[src/rtl/writeback_23rv_pkg.sv]
// writeback_23rv_pkg
// Shared definitions for the 23RV writeback stage.
//   DEF_ADDRESS_BITWIDTH : default register index width
//   DEF_DATA_WIDTH       : default result data width
//   DEF_NREGS            : register count implied by the default index width
//   wb_entry_t           : one buffered LSU result {rd, data}
package writeback_23rv_pkg;

    localparam int DEF_ADDRESS_BITWIDTH = 5;
    localparam int DEF_DATA_WIDTH       = 32;
    localparam int DEF_NREGS            = 1 << DEF_ADDRESS_BITWIDTH;

    typedef struct packed {
        logic [DEF_ADDRESS_BITWIDTH-1:0] rd;
        logic [DEF_DATA_WIDTH-1:0]       data;
    } wb_entry_t;

endpackage

[src/rtl/wb_fifo_23rv.sv]
// wb_fifo_23rv
// Small circular FIFO buffering LSU results ahead of the writeback arbiter.
// Ports:
//   clk, reset      : clock, synchronous active-low reset
//   push, wdata     : write request and data (ignored when full)
//   pop, rdata      : read request (ignored when empty); rdata shows the head
//   full, empty     : occupancy flags
//   count           : number of valid entries, 0..DEPTH
// DEPTH must be a power of two (>= 2) so the pointers wrap naturally.
module wb_fifo_23rv #(
    parameter int WIDTH = 37,
    parameter int DEPTH = 2
) (
    input  logic                   clk,
    input  logic                   reset,
    input  logic                   push,
    input  logic [WIDTH-1:0]       wdata,
    input  logic                   pop,
    output logic [WIDTH-1:0]       rdata,
    output logic                   full,
    output logic                   empty,
    output logic [$clog2(DEPTH):0] count
);

    localparam int PTR_W = $clog2(DEPTH);
    localparam int CNT_W = PTR_W + 1;

    logic [WIDTH-1:0] mem [DEPTH];
    logic [PTR_W-1:0] rptr;
    logic [PTR_W-1:0] wptr;
    logic             do_push;
    logic             do_pop;

    assign full    = (count == CNT_W'(DEPTH));
    assign empty   = (count == '0);
    assign do_push = push && !full;
    assign do_pop  = pop && !empty;
    assign rdata   = mem[rptr];

    // NOTE: sequential state uses non-blocking assignments so every register
    // samples the pre-edge values, independent of statement order.
    always_ff @(posedge clk) begin
        if (!reset) begin
            rptr  <= '0;
            wptr  <= '0;
            count <= '0;
        end else begin
            if (do_push) wptr <= wptr + 1'b1;
            if (do_pop)  rptr <= rptr + 1'b1;
            case ({do_push, do_pop})
                2'b10:   count <= count + 1'b1;
                2'b01:   count <= count - 1'b1;
                default: count <= count;
            endcase
        end
    end

    // NOTE: the storage array is deliberately not reset; an entry is only
    // observed after a push has written it, and leaving it out of reset lets
    // it map onto plain flops or LUT RAM without a reset network.
    always_ff @(posedge clk) begin
        if (do_push) mem[wptr] <= wdata;
    end

endmodule

[src/rtl/writeback_23rv.sv]
// writeback_23rv
// Writeback stage of the 23RV core; sole driver of the register-file write
// port. ALU results (no backpressure) always win arbitration; LSU results are
// buffered in wb_fifo_23rv and drained when the ALU is idle. A per-register
// pending scoreboard tracks outstanding long-latency results for hazard logic.
// Ports:
//   clk, reset                       : clock, synchronous active-low reset
//   alu_valid/alu_rd/alu_data        : single-cycle ALU result
//   lsu_valid/lsu_ready/lsu_rd/lsu_data : backpressured LSU result
//   issue_valid/issue_rd             : long-latency issue, marks rd pending
//   rs1, rs2                         : decode source indices
//   rs1_pending, rs2_pending         : source awaits an LSU result (comb.)
//   rs1_byp, rs2_byp, rsN_byp_data   : bypass from the write in progress
//   rf_we, rf_rd, rf_wd              : registered register-file write port
// Configuration: define WB_BYPASS_EN to enable the rf_* -> rsN bypass;
// otherwise the bypass outputs are tied to zero.
// ADDRESS_BITWIDTH/DATA_WIDTH must match the widths of wb_entry_t in the package.
module writeback_23rv
    import writeback_23rv_pkg::*;
#(
    parameter int ADDRESS_BITWIDTH = DEF_ADDRESS_BITWIDTH,
    parameter int DATA_WIDTH       = DEF_DATA_WIDTH,
    parameter int FIFO_DEPTH       = 2
) (
    input  logic                        clk,
    input  logic                        reset,
    input  logic                        alu_valid,
    input  logic [ADDRESS_BITWIDTH-1:0] alu_rd,
    input  logic [DATA_WIDTH-1:0]       alu_data,
    input  logic                        lsu_valid,
    output logic                        lsu_ready,
    input  logic [ADDRESS_BITWIDTH-1:0] lsu_rd,
    input  logic [DATA_WIDTH-1:0]       lsu_data,
    input  logic                        issue_valid,
    input  logic [ADDRESS_BITWIDTH-1:0] issue_rd,
    input  logic [ADDRESS_BITWIDTH-1:0] rs1,
    input  logic [ADDRESS_BITWIDTH-1:0] rs2,
    output logic                        rs1_pending,
    output logic                        rs2_pending,
    output logic                        rs1_byp,
    output logic                        rs2_byp,
    output logic [DATA_WIDTH-1:0]       rs1_byp_data,
    output logic [DATA_WIDTH-1:0]       rs2_byp_data,
    output logic                        rf_we,
    output logic [ADDRESS_BITWIDTH-1:0] rf_rd,
    output logic [DATA_WIDTH-1:0]       rf_wd
);

    localparam int NREGS = 1 << ADDRESS_BITWIDTH;
    localparam int CNT_W = $clog2(FIFO_DEPTH) + 1;

    wb_entry_t        lsu_entry;
    wb_entry_t        head;
    logic             fifo_full;
    logic             fifo_empty;
    logic [CNT_W-1:0] fifo_count;
    logic             push;
    logic             pop;
    logic [NREGS-1:0] pending;
    logic [NREGS-1:0] pending_next;

    // No same-cycle pop credit: a full FIFO refuses even while draining.
    assign lsu_ready = reset && (fifo_count < CNT_W'(FIFO_DEPTH));
    assign push      = lsu_valid && lsu_ready;
    // ALU has priority; the FIFO drains only in ALU-idle cycles.
    assign pop       = !alu_valid && !fifo_empty;
    assign lsu_entry = '{rd: lsu_rd, data: lsu_data};

    wb_fifo_23rv #(
        .WIDTH ($bits(wb_entry_t)),
        .DEPTH (FIFO_DEPTH)
    ) u_fifo (
        .clk   (clk),
        .reset (reset),
        .push  (push),
        .wdata (lsu_entry),
        .pop   (pop),
        .rdata (head),
        .full  (fifo_full),
        .empty (fifo_empty),
        .count (fifo_count)
    );

    // Register-file write port. x0 results are still selected (and an x0 FIFO
    // entry is still popped) but never raise rf_we.
    always_ff @(posedge clk) begin
        if (!reset) begin
            rf_we <= 1'b0;
            rf_rd <= '0;
            rf_wd <= '0;
        end else if (alu_valid) begin
            rf_we <= (alu_rd != '0);
            rf_rd <= alu_rd;
            rf_wd <= alu_data;
        end else if (pop) begin
            rf_we <= (head.rd != '0);
            rf_rd <= head.rd;
            rf_wd <= head.data;
        end else begin
            rf_we <= 1'b0;
        end
    end

    // Scoreboard: the clear is applied before the set so a same-index
    // set/clear in one cycle leaves the bit set. ALU writes never touch it.
    // NOTE: pending_next is given its full default first so no path through
    // this block leaves a bit unassigned, which would infer a latch.
    always_comb begin
        pending_next = pending;
        if (pop)                             pending_next[head.rd]  = 1'b0;
        if (issue_valid && issue_rd != '0)   pending_next[issue_rd] = 1'b1;
        pending_next[0] = 1'b0;
    end

    always_ff @(posedge clk) begin
        if (!reset) pending <= '0;
        else        pending <= pending_next;
    end

    assign rs1_pending = pending[rs1];
    assign rs2_pending = pending[rs2];

`ifdef WB_BYPASS_EN
    assign rs1_byp      = rf_we && (rf_rd == rs1) && (rs1 != '0);
    assign rs2_byp      = rf_we && (rf_rd == rs2) && (rs2 != '0);
    assign rs1_byp_data = rf_wd;
    assign rs2_byp_data = rf_wd;
`else
    assign rs1_byp      = 1'b0;
    assign rs2_byp      = 1'b0;
    assign rs1_byp_data = '0;
    assign rs2_byp_data = '0;
`endif

    // Re-issuing to a register that is still pending is a hazard-unit bug.
    a_no_double_issue: assert property (@(posedge clk) disable iff (!reset)
        !(issue_valid && issue_rd != '0 && pending[issue_rd]));

    // The occupancy flags and the count must agree with the ready handshake.
    a_full_blocks_ready: assert property (@(posedge clk) disable iff (!reset)
        fifo_full |-> !lsu_ready);

endmodule

[config.mk]
export PLATFORM = sky130hd
export DESIGN_NAME = writeback_23rv
export DESIGN_NICKNAME = d
export VERILOG_FILES = /design/src/rtl/writeback_23rv_pkg.sv /design/src/rtl/wb_fifo_23rv.sv /design/src/rtl/writeback_23rv.sv
export SDC_FILE = /design/constraint.sdc
export NUM_CORES = 1
export LEC_CHECK = 0
export ABC_AREA = 1
export CAP_MARGIN = 20
export CORE_AREA = 2 2 131 133
export DETAILED_ROUTE_END_ITERATION = 10
export DIE_AREA = 0 0 133 135
export GPL_TIMING_DRIVEN = 1
export PLACE_DENSITY = 0.82
export RECOVER_POWER = 25
export SYNTH_ARGS = -nofsm -noshare
export SYNTH_HDL_FRONTEND = slang
export SYNTH_HIERARCHICAL = 1
export SYNTH_SLANG_ARGS = --single-unit
[constraint.sdc]
create_clock -name clk -period 6 [get_ports clk]
set_input_delay 1.2 -clock clk [delete_from_list [all_inputs] [get_ports clk]]
set_output_delay 1.2 -clock clk [all_outputs]
set_load 0.01 [all_outputs]
## Word-level counts from Yosys, hierarchy flattened

Memory sizes are Yosys's and may differ from the RTL's. A register that Yosys moved wholly into a read port is not among the register bits.
Index checks and enable logic that the tools add are counted.
W data, S select, Z words.

| storage, ports and cells | value |
|---|---|
| register bits | 74 |
| output and inout port bits | 107 |
| memories | 1 |
| word-level logic and storage cells | 64 |
| input port bits | 94 |
| memory bits (writable) | 74 |

| cells by class | value |
|---|---|
| magnitude comparators | 7 |
| multiplexer cells | 21 |
| equal/unequal tests | 3 |
| add/sub/neg operators | 4 |
| bitwise operators | 3 |
| reduce and logical (&&, ||, !) cells | 17 |

Memories:

| name | words | width | read ports | clocked after Yosys merged registers in | write ports | line | RTL |
|---|---|---|---|---|---|---|---|
| u_fifo.mem | 2 | 37 | 1 | 1 | 1 | wb_fifo_23rv.sv:28 | `logic [WIDTH-1:0] mem [DEPTH];` |

Operators with widths:

| cell | number |
|---|---|
| $mux W32 | 4 |
| $and A32 B32 Y32 | 1 |
| $not A32 Y32 | 1 |
| $or A32 B32 Y32 | 1 |
| $lt A5 B6 Y1 const B | 4 |
| $reduce_bool A5 Y1 | 3 |
| $bmux W1 S5 | 2 |
| $demux W1 S5 | 2 |
| $ge A5 B1 Y1 const B | 2 |
| $mux W1 | 10 |
| $mux W5 | 2 |
| $logic_and A1 B1 Y1 | 8 |
| $eq A2 B2 Y1 const B | 2 |
| $pmux W2 S2 | 1 |
| $reduce_bool A2 Y1 | 2 |
| $logic_not A1 Y1 | 3 |
| $add A1 B1 Y1 const B | 2 |
| $add A2 B1 Y2 const B | 1 |
| $eq A2 B1 Y1 const B | 1 |
| $logic_not A2 Y1 | 1 |
| $lt A2 B2 Y1 const B | 1 |
| $sub A2 B1 Y2 const B | 1 |

## Logic depth before layout (Yosys ltp)

Gate-level depths: netlist of run 1.

| depth | value |
|---|---|
| word-level depth | 9 |
| depth in mapped cells | 13 |
| depth with buffers taken out | 12 |

## Modules after synthesis

Netlist of run 1, hierarchy kept.

Modules (own cells, without submodules):

| module | seq. area each (µm²) | area each (µm²) | cells an instance | instances |
|---|---|---|---|---|
| writeback_23rv | 1381.3 | 4201.5 | 671 | 1 |
| wb_fifo_23rv | 2322.2 | 3071.7 | 155 | 1 |

## Worst setup path before layout of run 1

OpenSTA, ideal clock, no wires.

| timing path | value |
|---|---|
| kind | in2reg |
| from | input reset |
| to | memory u_fifo.mem[0][0] (enable) |
| path slack | 2221 ps |
| arrival | 3348 ps |
| setup time | 431 ps |
| data required time | 5569 ps |
| path buffers | 0 |
| cell stages on the path | 6 |
| path through | clkinv_1 nor3b_1 inv_1 nor2_1 inv_1 nor2_1 |

| between the ends | value |
|---|---|
| cells in the longest elaborated chain, start to end | 5 |

RTL lines:

| what | line | RTL |
|---|---|---|
| start: declaration | writeback_23rv.sv:26 | `input logic reset,` |
| $logic_and A1 B1 Y1 | writeback_23rv.sv:63 | `assign lsu_ready = reset && (fifo_count < CNT_W'(FIFO_DEPTH));` |
| $logic_and A1 B1 Y1 | writeback_23rv.sv:64 | `assign push = lsu_valid && lsu_ready;` |
| net push | writeback_23rv.sv:57 | `logic push;` |
| $logic_and A1 B1 Y1 | wb_fifo_23rv.sv:36 | `assign do_push = push && !full;` |
| $mux W1 | wb_fifo_23rv.sv:62 | `if (do_push) mem[wptr] <= wdata;` |
| $mux W1 (implied by the code) | wb_fifo_23rv.sv:62 |  |
| end: declaration | wb_fifo_23rv.sv:28 |  |

The timed path passes the listed nets, and every way through them passes these cells.

## Worst setup path in the final report of run 1

| timing path | value |
|---|---|
| from | input rs2[0] |
| to | output rs2_pending |

| between the ends | value |
|---|---|
| cells in the longest elaborated chain, start to end | 2 |

RTL lines:

| what | line | RTL |
|---|---|---|
| start: declaration | writeback_23rv.sv:37 | `input logic [ADDRESS_BITWIDTH-1:0] rs2,` |
| $bmux W1 S5 | writeback_23rv.sv:121 | `assign rs2_pending = pending[rs2];` |
| $mux W1 (implied by the code) | writeback_23rv.sv:121 |  |
| end: declaration | writeback_23rv.sv:39 | `output logic rs2_pending,` |

No other way between the ends. The select of a mux whose other input is x is not followed.

==> impl_metrics.toml, run 1 <==
[setup_path]
critPathKind = "input port to primary output"
r2r_end = "u_fifo/count[1]"
arrival_ns = 3.35
cp_slowest_stage_delay_ns = 0.85
critPathRequiredTime_ns = 4.80
reg2reg_setup_slack_ns = 3.64
worstPathMaxFanout = 17
critical_path.endpoint = "rs2_pending"
crit_slowest_cell = "clkdlybuf4s50_1"
critPathCaptureType = "primary output"
path_common_cell = "nand2_1"
critical_path_buf_inv_count = 3
reg2reg_depth = 12
crit_chain = "clkdlybuf4s50_1 -> inv_2 -> nand2_1 -> nand3_1 -> nand3_1 -> nand3_1 -> nand2_1 -> nand2_1 -> nand2_1 -> clkdlybuf4s50_1"
reg2reg_from = "u_fifo/count[1]"
critPathLaunchType = "input port"
worstSetupStartpoint = "rs2[0]"
cpLargestDelayFamily = "buffers and inverters"
cp.depth = 10

[synth]
ys_ff_latch = 148
synthSimpleGateAreaFrac = 0.228
yosys_warnings = 6
synth.area.mux_share = 0.0728
synth_compound_area_frac = 0.0513
synth_cells = 826
synth_top_family_by_area = "simple AND/OR/NAND/NOR gates"
yosysTopAreaCellShare = 0.306
synth-async-reset-ratio = 0
yosysTopAreaCell = "edfxtp_1"
synth_flop_cell = "edfxtp_1"
postSynthAreaPerCell_um2 = 8.81
synth_edf_count = 74
yosysSeqAreaShare = 0.509
ys_top_cells_by_area = "edfxtp_1 (31%), dfxtp_1 (20%), nand2_1 (14%)"
synth_area_um2 = 7270
synth-xor-area-share = 0
synthDistinctLibCells = 30
synthAdderAreaFrac = 0.00172

[clock_network]
ctsHoldBuffers = 0
h-tree-depth = 4
cts_sinks = 148
worstSkewPairLatency_ns = 0.41
cts_made_buffers = 17
postCtsSetupRepairBufs = 0
clockBufferDepth = 2
tritoncts = "yes"
ctsResizeCount = 0
cts_root_buf = "clkbuf_16"
path_clk_slew_ns = 0.06

[detailed_routing]
ant_nets = 0
drt-initial-drc-count = 300
dr.pass1.iters = 6
num_vias = 5812
wl_per_cell_um = 14.8
vias_per_cell = 4.88
drc = 0
routed_wl_mm = 17.6

[final_layout]
multi_input_area_um2 = 2830
final_util = 0.555
drive_gt1_frac = 0.0971
final_common_cell = "nand2_1"
num-fill-cells = 1444
seqCellArea_um2 = 3700
nets = 1050
layout_common_cells = "nand2_1 (263), clkdlybuf4s50_1 (101), nand3_1 (93)"
syn_to_final_growth_pct = 25.3

[floorplanning]
start_util = 0.443
die_h_um = 135
num_io_pins = 201
die_w_um = 133
row_count = 47
dieArea_um2 = 18000
coreArea_um2 = 16400

[placed_design]
numPortBuffers = 134
dp_hpwl_mm = 12.5
place.gp.congestion = 0.898
dpl_worst_slack_ns = 1.47

[sta]
hold_viol = 0
timing.final.ws_setup_ns = 1.45
rsz0062_at_grt = "false"
timing.fmax_mhz = 220
drv_slew = 0
min_period_ns = 4.55
setup_viol = 0
worst_slew_pin_slew_ns = 0.923
relSlewSlack = 0.383
finalCritPeriodShare = 0.759
fin_skew_ns = 0.0146
timing.setup.tns_ns = 0

[pwr]
power_density_nw_per_um2 = 276
ir_drop_mv = 0.187
p_leak_nw = 3.84
total_power_mw = 2.52

[global_route]
overflow = 0
grt_use_total = 0.194
grt_pass1_wl_mm = 27.2
antenna_found_initial = 4
grt_max_degree = 43
grt_pass1_vias = 5339

[job]
cap_viol_max_count = 0

[status]
outcome = "finished clean"

[worst_hold_path]
min_path_type = "flop to flop"
-- routing by layer --
layer,track usage,vias to the layer above,share of wire
li1,-,2833,-
met1,0.224,2689,0.39
met2,0.343,263,0.51
met3,0.0567,27,0.081
met4,0.0693,0,0.019
met5,0,-,0
-- where the power goes --
group / leakage, nW / internal [mW] / switching (mW)
Sequential: 1.28 / 1.11 / 0.0209
Clock: 0.300 / 0.639 / 0.418
Combinational: 2.25 / 0.152 / 0.181
-- worst min path at each step --
stage	startpoint	to	slack, ns	cells after the start
floorplan	u_fifo/rptr	flop	0.45	2
global placement	pending[4]	pending[4]	0.46	2
detailed placement	u_fifo/rptr	flop	0.47	2
CTS	u_fifo/rptr	flop	0.48	2
global route	u_fifo/rptr	flop	0.49	2
finish	u_fifo/rptr	flop	0.47	2
-- tightest hold or removal path: cells and delay by family (launching register included) --
family,cells,cell delay [ns]
DFF,1,0.32
and+or+nand+nor,2,0.13
-- synthesized netlist by cell type (all sizes together), types with 2 or more instances --
cell type,number
inv,78
o211ai,2
edfxtp,74
nor3,12
nand2,266
clkbuf,4
dfxtp,74
nor2,19
a21oi,33
nand3,93
mux2,37
buf,91
o21ai,37
-- registers in the layout, summed over array words and instances (netlist names), named ones only --
| register | flops |
|---|---|
| rf_we | 1 |
| u_fifo/mem | 74 |
| u_fifo/count | 2 |
| rf_rd | 5 |
| pending | 31 |
| u_fifo/rptr | 1 |
| u_fifo/wptr | 1 |
| rf_wd | 32 |
-- cells by family after synthesis --
kind of cell / after synthesis
and+or+nand+nor: 392
buffers and inverters: 174
DFF: 148
AOI/OAI and AO/OA: 73
muxes: 37
adders and majority gates: 1
other: 1
-- metrics by stage --
stage	hold WS [ns]	instance area, um^2	cells
6_report	0.470	9110	1192
4_1_cts	0.476	9100	1188
3_3_place_gp	0.462	8480	1155
2_1_floorplan	0.452	7520	891
5_1_grt	0.492	9110	1190
3_5_place_dp	0.471	8500	1156
-- layout make-up --
class,instances,share of cell area
sequential,148,0.407
multi-input combinational,569,0.310
timing repair buffer,140,0.153
clock buffer,21,0.0541
inverter,79,0.0325
tap,220,0.0302
clock inverter,11,0.0119
antenna,4,0.00110
Note: power is estimated with default switching activity, not from simulation.
==> run 2: changes to the inputs <==
--- a/config.mk
+++ b/config.mk
@@ -7,11 +7,11 @@
 export LEC_CHECK = 0
 export ABC_AREA = 1
 export CAP_MARGIN = 20
-export CORE_AREA = 2 2 131 133
+export CORE_AREA = 2 2 132 134
 export DETAILED_ROUTE_END_ITERATION = 10
-export DIE_AREA = 0 0 133 135
+export DIE_AREA = 0 0 134 136
 export GPL_TIMING_DRIVEN = 1
-export PLACE_DENSITY = 0.82
+export PLACE_DENSITY = 0.84
 export RECOVER_POWER = 25
 export SYNTH_ARGS = -nofsm -noshare
 export SYNTH_HDL_FRONTEND = slang
==> constraint.sdc (replaced) <==
create_clock -name clk -period 3.64 [get_ports clk]
set_input_delay 0.728 -clock clk [delete_from_list [all_inputs] [get_ports clk]]
set_output_delay 0.728 -clock clk [all_outputs]
set_load 0.01 [all_outputs]
==> run 2 against run 1 <==
Design area grew 0.63%. Clock power grew 64%. Via count grew 2.0%. Global-route usage grew 0.43 points. Critical path type unchanged. Critical endpoint unchanged.
==> impl_metrics.toml, run 2 (synthesized netlist as in run 1, its figures left out) <==
[status]
outcome = "finished clean"

[clock_network]
cts_root_buf = "clkbuf_16"
cts_made_buffers = 17
ctsResizeCount = 0
postCtsSetupRepairBufs = 0
path_clk_slew_ns = 0.06
ctsHoldBuffers = 0
clockBufferDepth = 2
h-tree-depth = 4
tritoncts = "yes"
cts_sinks = 148
worstSkewPairLatency_ns = 0.41

[job]
cap_viol_max_count = 0

[sta]
holdWs_ns = 0.496
hold_viol = 0
min_period_ns = 3.26
timing.final.ws_setup_ns = 0.385
worst_slew_pin_slew_ns = 0.640
timing.setup.tns_ns = 0
finalCritPeriodShare = 0.894
setup_viol = 0
timing.fmax_mhz = 307
rsz0062_at_grt = "false"
drv_slew = 0
relSlewSlack = 0.573
fin_skew_ns = 0.00950

[final_layout]
nets = 1055
drive_gt1_frac = 0.101
final_area_um2 = 9170
final_common_cell = "nand2_1"
reg_top3 = "u_fifo/mem: 74 flops, rf_wd: 32 flops, pending: 31 flops"
syn_to_final_growth_pct = 26.1
regMostFlops = "u_fifo/mem"
largest_reg_flops = 74
layout_common_cells = "nand2_1 (263), clkdlybuf4s50_1 (101), nand3_1 (93)"

[floorplanning]
coreArea_um2 = 16900
die_w_um = 134
start_util = 0.431
die_h_um = 136
num_io_pins = 201
row_count = 48
dieArea_um2 = 18200

[pwr]
power_density_nw_per_um2 = 453
p_leak_nw = 3.86
ir_drop_mv = 0.327

[detailed_routing]
wl_per_cell_um = 15.0
drt-initial-drc-count = 346
dr.pass1.iters = 5
vias_per_cell = 4.93
ant_nets = 0
num_vias = 5926
drc = 0
routed_wl_mm = 18.1

[placed_design]
dpl_worst_slack_ns = 0.402
place.gp.congestion = 0.915
numPortBuffers = 134
place_area_um2 = 8560
dp_hpwl_mm = 12.9

[worst_hold_path]
min_path_type = "flop to flop"

[setup_path]
critPathCaptureType = "primary output"
arrival_ns = 2.53
critPathLaunchType = "input port"
critPathKind = "input port to primary output"
critPathRequiredTime_ns = 2.91
worstPathMaxFanout = 16

[global_route]
grt_use_total = 0.198
overflow = 0
grt_pass1_vias = 5633
grt_max_degree = 42
antenna_found_initial = 5
grt_pass1_wl_mm = 28.0
## run 2: cell types whose count changed in the layout (fill, tap and decap cells not counted)
cell	previous run	this run
bufinv_16	1	0
clkinvlp_4	0	1
buf_12	1	2
clkbuf_1	1	2
clkinv_2	1	2
clkinv_4	3	1
clkbuf_16	19	21
inv_6	4	2
buf_4	5	9
## run 2: area by class of cell
type                       instances  area [um^2]
inverter                          79          297
multi-input combinational        569         2830
tap                              225          282
fill                            1488         7700
antenna                            4         10.0
clock buffer                      24          547
sequential                       148         3700
clock inverter                     8         56.3
timing repair buffer             145         1450
## run 2: worst paths after layout
check                  startpoint              end  slack, ns  cells past startpoint
hold / removal        u_fifo/rptr      u_fifo/rptr       0.50                      2
setup reg to reg  u_fifo/count[1]  u_fifo/count[1]       1.70                     12
setup / recovery           rs2[0]      rs2_pending       0.38                     11
hold reg to reg       u_fifo/rptr      u_fifo/rptr       0.50                      2
## run 2: where the power goes
group	internal (mW)	switching (mW)
Sequential	1.83	0.0366
Clock	1.06	0.679
Combinational	0.255	0.302
Total	3.14	1.02
## run 2: per-layer routing
layer	vias up	GRT usage	wire length (um)
met1	2763	0.220	7140
met4	2	0.0975	563
met3	43	0.0626	1460
li1	2842	-	-
met5	-	0	13
met2	276	0.343	8900
## run 2: worst max-delay path, stage by stage
cell and delay, ns:
clkdlybuf4s50_1 0.52, buf_4 0.23, nand2_1 0.07, nand3_1 0.08, nand3_1 0.10, nand2_1 0.08
nand2_1 0.04, nand2_1 0.06, nand2_1 0.04, nand2_1 0.05, clkdlybuf4s50_1 0.52
## run 2: through the flow
step                 util  power, mW  cells
floorplan               -       2.26    891
global placement    0.507       2.44   1166
CTS                 0.543       4.18   1198
detailed placement  0.507       2.46   1166
global route        0.543       4.31   1201
finish              0.543       4.16   1202
==> run 3: changes to the inputs <==
--- a/config.mk
+++ b/config.mk
@@ -7,13 +7,12 @@
 export LEC_CHECK = 0
 export ABC_AREA = 1
 export CAP_MARGIN = 20
-export CORE_AREA = 2 2 132 134
+export CORE_AREA = 2 2 130 132
 export DETAILED_ROUTE_END_ITERATION = 10
-export DIE_AREA = 0 0 134 136
+export DIE_AREA = 0 0 132 134
 export GPL_TIMING_DRIVEN = 1
-export PLACE_DENSITY = 0.84
+export PLACE_DENSITY_LB_ADDON = 0.05
 export RECOVER_POWER = 25
 export SYNTH_ARGS = -nofsm -noshare
 export SYNTH_HDL_FRONTEND = slang
-export SYNTH_HIERARCHICAL = 1
 export SYNTH_SLANG_ARGS = --single-unit
==> run 3 against run 2 <==
Global-route usage grew 1.5 points. Die area shrank 2.9%. Utilization shrank 0.51 points. Combinational power grew 91%. Power grew 14%. Synthesized cell count shrank 7.3%. Via count shrank 4.8%. Final cell count shrank 6.0%. Critical path depth is the same. Critical endpoint unchanged.
==> impl_metrics.toml, run 3 <==
[final_layout]
nets = 990
drive_gt1_frac = 0.105
regMostFlops = "u_fifo.mem"
num-fill-cells = 1515
final_common_cell = "nand2_1"
reg_top3 = "u_fifo.mem: 74 flops, rf_wd: 32 flops, pending: 31 flops"
layout_common_cells = "nand2_1 (173), clkdlybuf4s50_1 (100), a21oi_1 (77)"
syn_to_final_growth_pct = 27.1
largest_reg_flops = 74

[floorplanning]
row_count = 47
die_w_um = 132
dieArea_um2 = 17700
die_h_um = 134
num_io_pins = 201
start_util = 0.423
coreArea_um2 = 16300

[synth]
synth-async-reset-ratio = 0
yosysTopAreaCellShare = 0.322
yosysTopAreaCell = "edfxtp_1"
synth_flop_cell = "edfxtp_1"
synth_cells = 766
synth_area_um2 = 6900
yosysSeqAreaShare = 0.537
ys_ff_latch = 148
synth_edf_count = 74
postSynthAreaPerCell_um2 = 9.01
ys_top_cells_by_area = "edfxtp_1 (32%), dfxtp_1 (21%), nand2_1 (9.4%)"
synthTopCellsByCount = "nand2_1 (173), a21oi_1 (77), dfxtp_1 (74), edfxtp_1 (74), buf_4 (72)"
synthDistinctLibCells = 31
yosys_warnings = 0
yosysMostFrequentCell = "nand2_1"

[global_route]
grt_use_total = 0.213
grt_pass1_wl_mm = 29.4
overflow = 0
antenna_found_initial = 3
grt_max_degree = 47
grt_pass1_vias = 5657

[setup_path]
critPathRequiredTime_ns = 2.91
crit_slowest_cell = "clkdlybuf4s50_1"
crit_chain = "clkdlybuf4s50_1 -> inv_1 -> nand2_1 -> nand3_1 -> nand3_1 -> nand2_1 -> nand2_1 -> nand2_1 -> nand2_1 -> nand2_1 -> clkdlybuf4s50_1"
arrival_ns = 2.67
critical_path.endpoint = "rs2_pending"
cpLargestDelayFamily = "buffers and inverters"
critPathCaptureType = "primary output"
critical_path_buf_inv_count = 3
cp_slowest_stage_delay_ns = 0.53
critPathLaunchType = "input port"
worstSetupStartpoint = "rs2[0]"
r2r_end = "pending[22]"
reg2reg_depth = 8
reg2reg_setup_slack_ns = 1.52
path_common_cell = "nand2_1"
critPathKind = "input port to primary output"
cp.depth = 11
worstPathMaxFanout = 15

[pwr]
ir_drop_mv = 0.322
intPower_mw = 3.26
p_leak_nw = 3.33
total_power_mw = 4.74
power_density_nw_per_um2 = 540
pwr-share-comb = 0.224
p_sw_frac = 0.312
clkPwrFrac = 0.358
switching_power_mw = 1.48
pwr-share-seq = 0.418

[status]
outcome = "finished clean"

[sta]
fin_skew_ns = 0.00775
timing.fmax_mhz = 294
finalCritPeriodShare = 0.934
relSlewSlack = 0.439
drv_slew = 0
timing.final.ws_setup_ns = 0.239
rsz0062_at_grt = "false"
min_period_ns = 3.40
worst_slew_pin_slew_ns = 0.838
setup_viol = 0
hold_viol = 0
timing.setup.tns_ns = 0

[job]
cap_viol_max_count = 0

[worst_hold_path]
min_delay_path_depth = 1
min_path_type = "flop to flop"

[clock_network]
path_clk_slew_ns = 0.06
postCtsSetupRepairBufs = 0
clockBufferDepth = 2
ctsResizeCount = 0
cts_sinks = 148
worstSkewPairLatency_ns = 0.42
cts_made_buffers = 17
tritoncts = "yes"
h-tree-depth = 4
ctsHoldBuffers = 0
cts_root_buf = "clkbuf_16"

[detailed_routing]
drt-initial-drc-count = 345
vias_per_cell = 4.99
routed_wl_mm = 18.5
drc = 0
dr.pass1.iters = 5
wl_per_cell_um = 16.3
num_vias = 5639
ant_nets = 0

[placed_design]
numPortBuffers = 134
dpl_worst_slack_ns = 0.257
dp_hpwl_mm = 13.2
place.gp.congestion = 0.887
==> run 3: area by class of cell <==
type | count | area, um^2 | area share
sequential | 148 | 3700 | 0.422
inverter | 40 | 150 | 0.0171
antenna | 2 | 5.00 | 0.000571
clock buffer | 17 | 425 | 0.0485
clock inverter | 15 | 156 | 0.0178
timing repair buffer | 146 | 1440 | 0.164
multi-input combinational | 542 | 2620 | 0.298
tap | 220 | 275 | 0.0314
==> run 3: power groups by stage <==
stage,Combinational (mW),Sequential [mW],Clock [mW]
after floorplan,0.641,2.05,0
after global placement,1.06,2.01,0
after detailed placement,1.08,2.02,0
after CTS,1.08,1.98,1.73
after global routing,1.18,1.99,1.80
final,1.06,1.98,1.69
==> run 3: how the worst min path moves through the flow <==
stage                      startpoint          to  slack [ns]
final                     u_fifo.rptr        flop        0.45
after global routing       pending[7]  pending[7]        0.49
after floorplan           u_fifo.rptr        flop        0.43
after global placement    u_fifo.rptr        flop        0.43
after detailed placement  u_fifo.rptr        flop        0.44
after CTS                 u_fifo.rptr        flop        0.45
==> run 3: cell families (layout without fill, tap and decap cells) <==
group,Yosys count,count (layout),synth area share
flip-flops,148,148,0.537
buffers and inverters,141,218,0.122
AO/OA/AOI/OAI,184,184,0.149
AND/OR/NAND/NOR,290,290,0.189
adder cells (fa/ha/maj),1,1,0.00181
other,1,68,0.000544
XOR/XNOR,1,1,0.00127
==> run 3: metrics by stage <==
step	hold slack, ns	instance area [um^2]	util	cells
final	0.450	8770	0.538	1130
after global routing	0.488	8770	0.538	1130
after CTS	0.452	8760	0.538	1128
after detailed placement	0.442	8180	0.502	1096
after global placement	0.433	8180	0.502	1096
after floorplan	0.425	7140	-	831
==> run 3: per-layer routing <==
metal | part of all wire | GRT usage
met5 | 0.00038 | 0
met1 | 0.42 | 0.255
met2 | 0.52 | 0.383
met4 | 0.015 | 0.0652
met3 | 0.045 | 0.0476
